File: src/rtl/seq_pkg.sv
// Shared types for the job sequencer: FSM state encoding and the on/off enable type.
package seq_pkg;

   typedef enum logic [1:0] {
      IDLE    = 2'd0,
      RUNNING = 2'd1,
      DONE    = 2'd2
   } state_t;

   typedef enum logic {
      OFF = 1'b0,
      ON  = 1'b1
   } toggle_t;

endpackage

File: src/rtl/seq_down_counter.sv
// Run-length down counter for the job sequencer: clear, load, decrement or hold, plus a zero flag.
module seq_down_counter #(
   parameter int LEN_W = 8
) (
   input  logic             clk,
   input  logic             rst_n,
   input  logic             clr,
   input  logic             load,
   input  logic [LEN_W-1:0] load_val,
   input  logic             dec,
   output logic [LEN_W-1:0] count,
   output logic             zero
);

   // Clear wins over load, load wins over decrement.
   always_ff @(posedge clk) begin
      if (!rst_n || clr) begin
         count <= '0;
      end else if (load) begin
         count <= load_val;
      end else if (dec) begin
         count <= count - LEN_W'(1);
      end
   end

   assign zero = (count == '0);

endmodule

File: src/rtl/job_sequencer.sv
// Job sequencer: accepts a length-tagged job, runs it for len enabled cycles, then pulses done.
// Defining JOB_SEQUENCER_ABORT_EN adds an abort input and a one-cycle aborted output.
module job_sequencer
   import seq_pkg::*;
#(
   parameter int LEN_W = 8,
   parameter int CNT_W = 16
) (
   input  logic             clk,
   input  logic             rst_n,
   input  toggle_t          enable,
   input  logic             req_valid,
   input  logic [LEN_W-1:0] req_len,
   output logic             req_ready,
   output state_t           state_o,
   output logic [LEN_W-1:0] count_o,
   output logic             busy,
   output logic             done,
   output logic [LEN_W-1:0] done_len,
   output logic [CNT_W-1:0] job_cnt
`ifdef JOB_SEQUENCER_ABORT_EN
   ,
   input  logic             abort,
   output logic             aborted
`endif
);

   state_t           state_q;
   state_t           state_d;
   logic [LEN_W-1:0] len_q;
   logic [LEN_W-1:0] cnt_value;
   logic [CNT_W-1:0] job_cnt_q;
   logic             accept;
   logic             cnt_load;
   logic             cnt_dec;
   logic             cnt_clr;
   logic             cnt_zero;

   // Gating with rst_n keeps ready low for the whole reset window.
   assign req_ready = rst_n && (state_q == IDLE) && (enable == ON);
   assign accept    = req_valid && req_ready;

   seq_down_counter #(
      .LEN_W(LEN_W)
   ) u_counter (
      .clk      (clk),
      .rst_n    (rst_n),
      .clr      (cnt_clr),
      .load     (cnt_load),
      .load_val (req_len),
      .dec      (cnt_dec),
      .count    (cnt_value),
      .zero     (cnt_zero)
   );

   always_comb begin
      state_d  = state_q;
      cnt_load = 1'b0;
      cnt_dec  = 1'b0;
      cnt_clr  = 1'b0;
      case (state_q)
         IDLE: begin
            if (accept) begin
               cnt_load = 1'b1;
               state_d  = (req_len == '0) ? DONE : RUNNING;
            end
         end
         RUNNING: begin
`ifdef JOB_SEQUENCER_ABORT_EN
            if (abort) begin
               cnt_clr = 1'b1;
               state_d = IDLE;
            end else
`endif
            if ((enable == ON) && !cnt_zero) begin
               cnt_dec = 1'b1;
               if (cnt_value == LEN_W'(1)) begin
                  state_d = DONE;
               end
            end
         end
         DONE:    state_d = IDLE;
         default: state_d = IDLE;
      endcase
   end

   always_ff @(posedge clk) begin
      if (!rst_n) begin
         state_q   <= IDLE;
         len_q     <= '0;
         job_cnt_q <= '0;
      end else begin
         state_q <= state_d;
         if (accept) begin
            len_q <= req_len;
         end
         if (state_q == DONE) begin
            job_cnt_q <= job_cnt_q + CNT_W'(1);
         end
      end
   end

`ifdef JOB_SEQUENCER_ABORT_EN
   always_ff @(posedge clk) begin
      if (!rst_n) begin
         aborted <= 1'b0;
      end else begin
         aborted <= abort && (state_q == RUNNING);
      end
   end
`endif

   assign state_o  = state_q;
   assign count_o  = cnt_value;
   assign busy     = (state_q != IDLE);
   assign done     = (state_q == DONE);
   assign done_len = done ? len_q : '0;
   assign job_cnt  = job_cnt_q;

endmodule

File: config.mk
export PLATFORM = sky130hd
export DESIGN_NAME = job_sequencer
export DESIGN_NICKNAME = d
export VERILOG_FILES = /design/src/rtl/seq_pkg.sv /design/src/rtl/seq_down_counter.sv /design/src/rtl/job_sequencer.sv
export SDC_FILE = /design/constraint.sdc
export NUM_CORES = 1
export LEC_CHECK = 0
export BUFFER_PORTS_ARGS = -buffer_cell sky130_fd_sc_hd__buf_2
export CORE_MARGIN = 2
export CORE_UTILIZATION = 55
export DETAILED_ROUTE_END_ITERATION = 16
export GPL_TIMING_DRIVEN = 0
export PLACE_DENSITY_LB_ADDON = 0.05
export SKIP_LAST_GASP = 1
export SLEW_MARGIN = 20
export SYNTH_ARGS = -nofsm -noshare
export SYNTH_HDL_FRONTEND = slang
export SYNTH_SLANG_ARGS = --single-unit
File: constraint.sdc
create_clock -name clk -period 4.3 [get_ports clk]
set_input_delay 0.43 -clock clk [delete_from_list [all_inputs] [get_ports clk]]
set_output_delay 0.43 -clock clk [all_outputs]
set_load 0.1 [all_outputs]
== Yosys cells after proc, flatten, opt, wreduce, memory -nomap -nowiden ==
Cells that the tools add are included.
Cells by class
  reductions and logical operators: 11
  multiplexer cells: 12
  $add $sub $neg: 2
  equality and inequality tests: 6
Operators by type and width (count)
  8-bit two-way mux: 3
  16-bit by 1-bit adder with 16-bit output, second input constant: 1
  8-bit logical NOT: 2
  8-bit by 1-bit == test with 1-bit output, second input constant: 1
  2-bit two-way mux: 4
  8-bit by 1-bit subtractor with 8-bit output, second input constant: 1
  2-bit inequality test, second input constant: 3
  1-bit logical AND: 4
  1-bit two-way mux: 4
  2-bit case mux with 2 select lines: 1
  2-bit nonzero test: 2
  3-bit AND reduction: 1
  2-bit by 1-bit == test with 1-bit output, second input constant: 1
  2-bit == test, second input constant: 1
  2-bit logical NOT: 1
  1-bit logical NOT: 1
Word-level totals
  logic and storage cells: 35
  bits in registers: 34
  bits of input ports: 12
  output and inout port bits: 37

== Depth between registers and ports, before layout ==
  depth after elaboration: 7
  depth in mapped cells: 6
  depth with buffers taken out: 6

== By module ==
Synthesis repeated with hierarchy kept, for this count alone.
Second synthesis, totals
  cell total of the unflattened synthesis: 192
  area total of the unflattened synthesis: 1717.9 um^2
By module, submodules not included
  job_sequencer: area an instance 1216.2 um^2, cells each 136, seq. area each 520.5 um^2, instances 1
  seq_down_counter: area an instance 501.7 um^2, cells each 56, seq. area each 160.2 um^2, instances 1

== Least setup slack after synthesis ==
No wires, ideal clock.
  path kind: register to output
  from: reg state_q[1], in the netlist state_o[1]
  to: out done_len[0]
  slack: 1.147 ns
  data required time: 3.870 ns
  buffers on the path: 1
  cell stages (with the launch flop): 4
  arrival time: 2.723 ns
  cell sequence: dfxtp_1 > nor2b_1 > buf_2 > and2_1
On the way
  longest elaborated chain between the ends: 2
RTL lines
  start, declared: RTL line job_sequencer.sv:28  | state_t state_q;
  start signal, assigned: RTL line job_sequencer.sv:93  | state_q <= state_d;
  2-bit == test: RTL line job_sequencer.sv:116  | assign done = (state_q == DONE);
  named net done: RTL line job_sequencer.sv:18  | output logic done,
  8-bit two-way mux: RTL line job_sequencer.sv:117  | assign done_len = done ? len_q : '0;
  end, declared: RTL line job_sequencer.sv:19  | output logic [LEN_W-1:0] done_len,
The timed path passes the listed nets, and every way through them passes these cells.

== Worst setup path after layout ==
  from: reg state_q[1], in the netlist state_o[1]
  to: out done_len[5]
On the way
  longest elaborated chain between the ends: 2
RTL lines (RTL line)
  2-bit == test: job_sequencer.sv:116
  8-bit two-way mux: job_sequencer.sv:117
No other way between the ends.

==> results <==
- The run finished with clean final reports.
- The analysis attributes to cell leakage a power of approximately 0.95 nW.
- Counting every instance in the synthesized netlist gives 201.
- Yosys mapped a number of flops with a built-in enable equal to 0.
- The count of maximum capacitance violations is 0.
- The power share of the clock group is between 30 and 40%.
- Traced cell by cell, the critical path runs through nor2b_1 -> buf_2 -> and2_1 -> buf_2.
- The cell-internal power is around 0.5 mW.
- Measured against its own limit, the worst slew margin works out to 66.9%.
- In this run the worst hold path is classified as input port to register.
- For flop-to-flop paths, the worst setup slack is ~2.6 ns.
- The capture point of the worst path is done_len[5].
- For this design, the CTS-stage hold fixing added 0 buffers.
- The cell seen most often among critical-path stages is buf_2.
- The height of the die is about 59 um.
- The post-cts resize count is 0.
- The timing startpoint of the critical path is state_o[1]$_SDFFE_PN0P_.
- The clock network latency to the later pin of the worst-skew pair is approximately 0.34 ns.
- Pin placement for this block handled 49 I/O pins.
- In this design, the stage delay of the slowest critical-path cell is about 0.46 ns.
- At the worst endpoint, the required time is approximately 3.9 ns.
- Sorting the synthesized cells by area gives the leading types as dfxtp_1, nand2_1, nand3_1.
- The finished layout holds 288 standard cells, fillers aside.
- The via count of the first global-routing pass was between 1000 and 1500.
- The terminus of the critical flop-to-flop path is u_counter.count[2]$_SDFFE_PN0P_.
- The worst-case IR drop observed on VDD is 0.334 mV.
- The number of vias per cell after detailed routing is around 5.6.
- After layout, the minimum clock period comes to ~2.3 ns.
- The share of layout cells above drive strength 1 is 24.7%.
- Clock skew on the completed layout was measured at ~0.0041 ns.
- The beginning of the worst register-to-register path is u_counter.count[0]$_SDFFE_PN0P_.
- Compared with the post-synthesis result, the final layout area differs by 21.2%.
- The setup path with the least slack is of type register to output port.
- The total clock buffers created by CTS is 5.
- The detailed router finished its first iteration with 49 violations.
- The total number of vias is 1603.
- The switching power total is about 0.25 mW.
- After global routing the overflow that remains totals 0.
- After clock tree synthesis, the setup repair step added 0 buffers.
- The slowest stage of the critical path belongs to the cell dfxtp_1.
- The worst-case setup slack after placement is 2.33 ns.
- The cell total after placement is roughly 280.
- The setup slack of the critical path after layout is about 2.0 ns.
- The total nets after synthesis is 217.
- The areal power density over the cells is 366 mW/mm2.
- Of the available clock period, the critical path in the final layout requires 54.6%.
- Combinational logic burns 22.2% of the power.
- In this run the core area contains 20 standard-cell rows.
- STA puts the critical path data arrival time at approximately 1.9 ns.
- The longest clock path from root to sink contains 2 buffers.
- The number of clock sinks seen by CTS is 34.
- The initial cell density of the core is between 50 and 60%.
- The final count of hold timing violations was 0.
- The share of the Yosys chip area taken by registers is about two fifths.
- The final core utilization is 68.8%.
- The largest net degree at the start of global routing is 11.
- The number of max-slew violations in the final report came to 0.
- For this run, design rule violations remaining after detail routing come to 0.
- The first detailed-routing pass took 4 iterations.
- Clock-pin slew was measured on the worst setup and hold paths at about 0.10 ns.
- The share of flip-flops with an asynchronous set or reset is 0%.
- The fraction of power spent switching nets is 33.1%.
- The die covers about 0.0035 mm2.
- The number of flip-flops and latches in the synthesized netlist is 34.
- Averaged over all synthesized cells, the footprint is between 8 and 9 um2.
- The library cells used most frequently in the layout, excluding fill and tap cells, are buf_2, dfxtp_1, nand2_1, nor2_1, nand3_1.
- The maximum level of the CTS H-tree is 2.
- In this run the worst path has a maximum fanout of 10.
- Of the post-synthesis cell area, the dominant cell type holds roughly two fifths.
- The aggregate global-route resource usage is around 24%.
- The buffer cell driving the clock tree root is clkbuf_4.
- For this run, the post-layout net count is between 200 and 300.
- The number of antenna violations at the first check in global routing is 0.
- The placer's final routability congestion estimate is 0.874.
- The capturing element type of the critical path is an output port.
- The final antenna diode count is 0.
- At the pin with the least slew margin, the transition time is approximately 0.50 ns.
- The cell type contributing the most total cell area after synthesis is dfxtp_1.
- The count of input and output buffers is 47.
- The total standard cell area after synthesis is 0.00169 mm2.
- For this block, the routed nets add up to between 3000 and 4000 um of wire.
- The final routed wire length divided by cell count is around 13 um.
- The most frequent standard cell in the layout excluding fill and tap cells is buf_2.
- Setup violations remaining at the end of the flow were counted as 0.
- The number of cells on the worst reg-to-reg path is 6.
- From left edge to right edge, the die measures between 50 and 60 um.
- The startpoint type of the worst setup path is a register.
- For this run, the leading register cell type out of synthesis is dfxtp_1.
- After floorplanning, the core was sized to cover ~0.003 mm2.
- The half-perimeter wire length of the detailed placement result is 2790 um.
- The global-route wire length before repair is ~6400 um.
- The count of nets left with antenna violations once routing finished came out at 0.
- During synthesis, Yosys emitted a total of 0 warnings.
- Setup repair after global routing left no endpoint under its margin.
- Derived from the worst setup path, the maximum achievable clock frequency is 426 MHz.
- Counting distinct cell types in the post-synthesis netlist gives 41.
- The part of the power in registers is 45.2%.
- The final total negative setup slack is 0 ns.
- TritonCTS built the clock tree.
-- final cells by class --
type,count,area [um2]
Clock buffer,6,51.3
Clock inverter,1,30.0
Buffer,8,40.0
Fill cell,261,930
Multi-Input combinational cell,152,943
Inverter,7,26.3
Tap cell,33,41.3
Sequential cell,34,681
Timing Repair Buffer,47,235
-- state kept, by name (all words and copies together) (netlist names) --
name / flops
len_q: 8
state_o: 2
job_cnt: 16
u_counter.count: 8
-- cells by family after synthesis --
group	count (synthesis)	synth area share, %
AOI/OAI and AO/OA	30	11.2
xor gates and xnor gates	11	5.70
adders and majority gates	4	2.96
buffers and inverters	15	3.92
DFF	34	40.3
muxes	3	1.78
and+or+nand+nor	104	34.2
-- how the worst min path moves through the flow --
stage,start,to,cells past startpoint
2_1_floorplan,len_q[0]$_SDFFE_PN0P_,len_q[0]$_SDFFE_PN0P_,2
3_3_place_gp,len_q[4]$_SDFFE_PN0P_,len_q[4]$_SDFFE_PN0P_,2
3_5_place_dp,len_q[6]$_SDFFE_PN0P_,len_q[6]$_SDFFE_PN0P_,2
4_1_cts,req_len[2],len_q[2]$_SDFFE_PN0P_,3
5_1_grt,req_len[2],len_q[2]$_SDFFE_PN0P_,3
6_report,req_len[1],len_q[1]$_SDFFE_PN0P_,3
-- layer usage --
layer	global-route usage (%)	part of all wire, %	vias up
met5	0	0	-
met4	10.4	1.5	0
met3	6.77	5.7	7
met2	39.6	48	48
met1	29.8	45	731
li1	-	-	817
-- synth_stat cells, drive strengths merged (4+ instances only) --
library cell,instances
dfxtp,34
nand2,26
nor2,20
nand3,16
a21oi,12
and2,10
xor2,9
a31oi,7
inv,7
and3,5
clkbuf,5
ha,4
nand4,4
or3,4
-- power by group through the flow --
stage / Clock (mW) / Sequential (mW) / Combinational [mW]
2_1_floorplan: 0 / 0.397 / 0.0829
3_3_place_gp: 0 / 0.346 / 0.166
3_5_place_dp: 0 / 0.346 / 0.165
4_1_cts: 0.250 / 0.339 / 0.167
5_1_grt: 0.265 / 0.341 / 0.178
6_report: 0.244 / 0.339 / 0.167
-- per-stage QoR --
step	hold slack [ns]	cell area [um2]	total power, mW
after floorplan	0.432	1690	0.480
after global placement	0.441	1970	0.512
after detailed placement	0.445	1970	0.512
after CTS	0.339	2050	0.755
after global routing	0.342	2050	0.784
final	0.358	2050	0.750
-- worst max-delay path: cells and delay by family (launching register included) --
kind / cells / cell delay [ns]
and+or+nand+nor: 2 / 0.45
DFF: 1 / 0.46
buffers and inverters: 2 / 0.67
No activity file was read; power rests on OpenSTA's default activity.
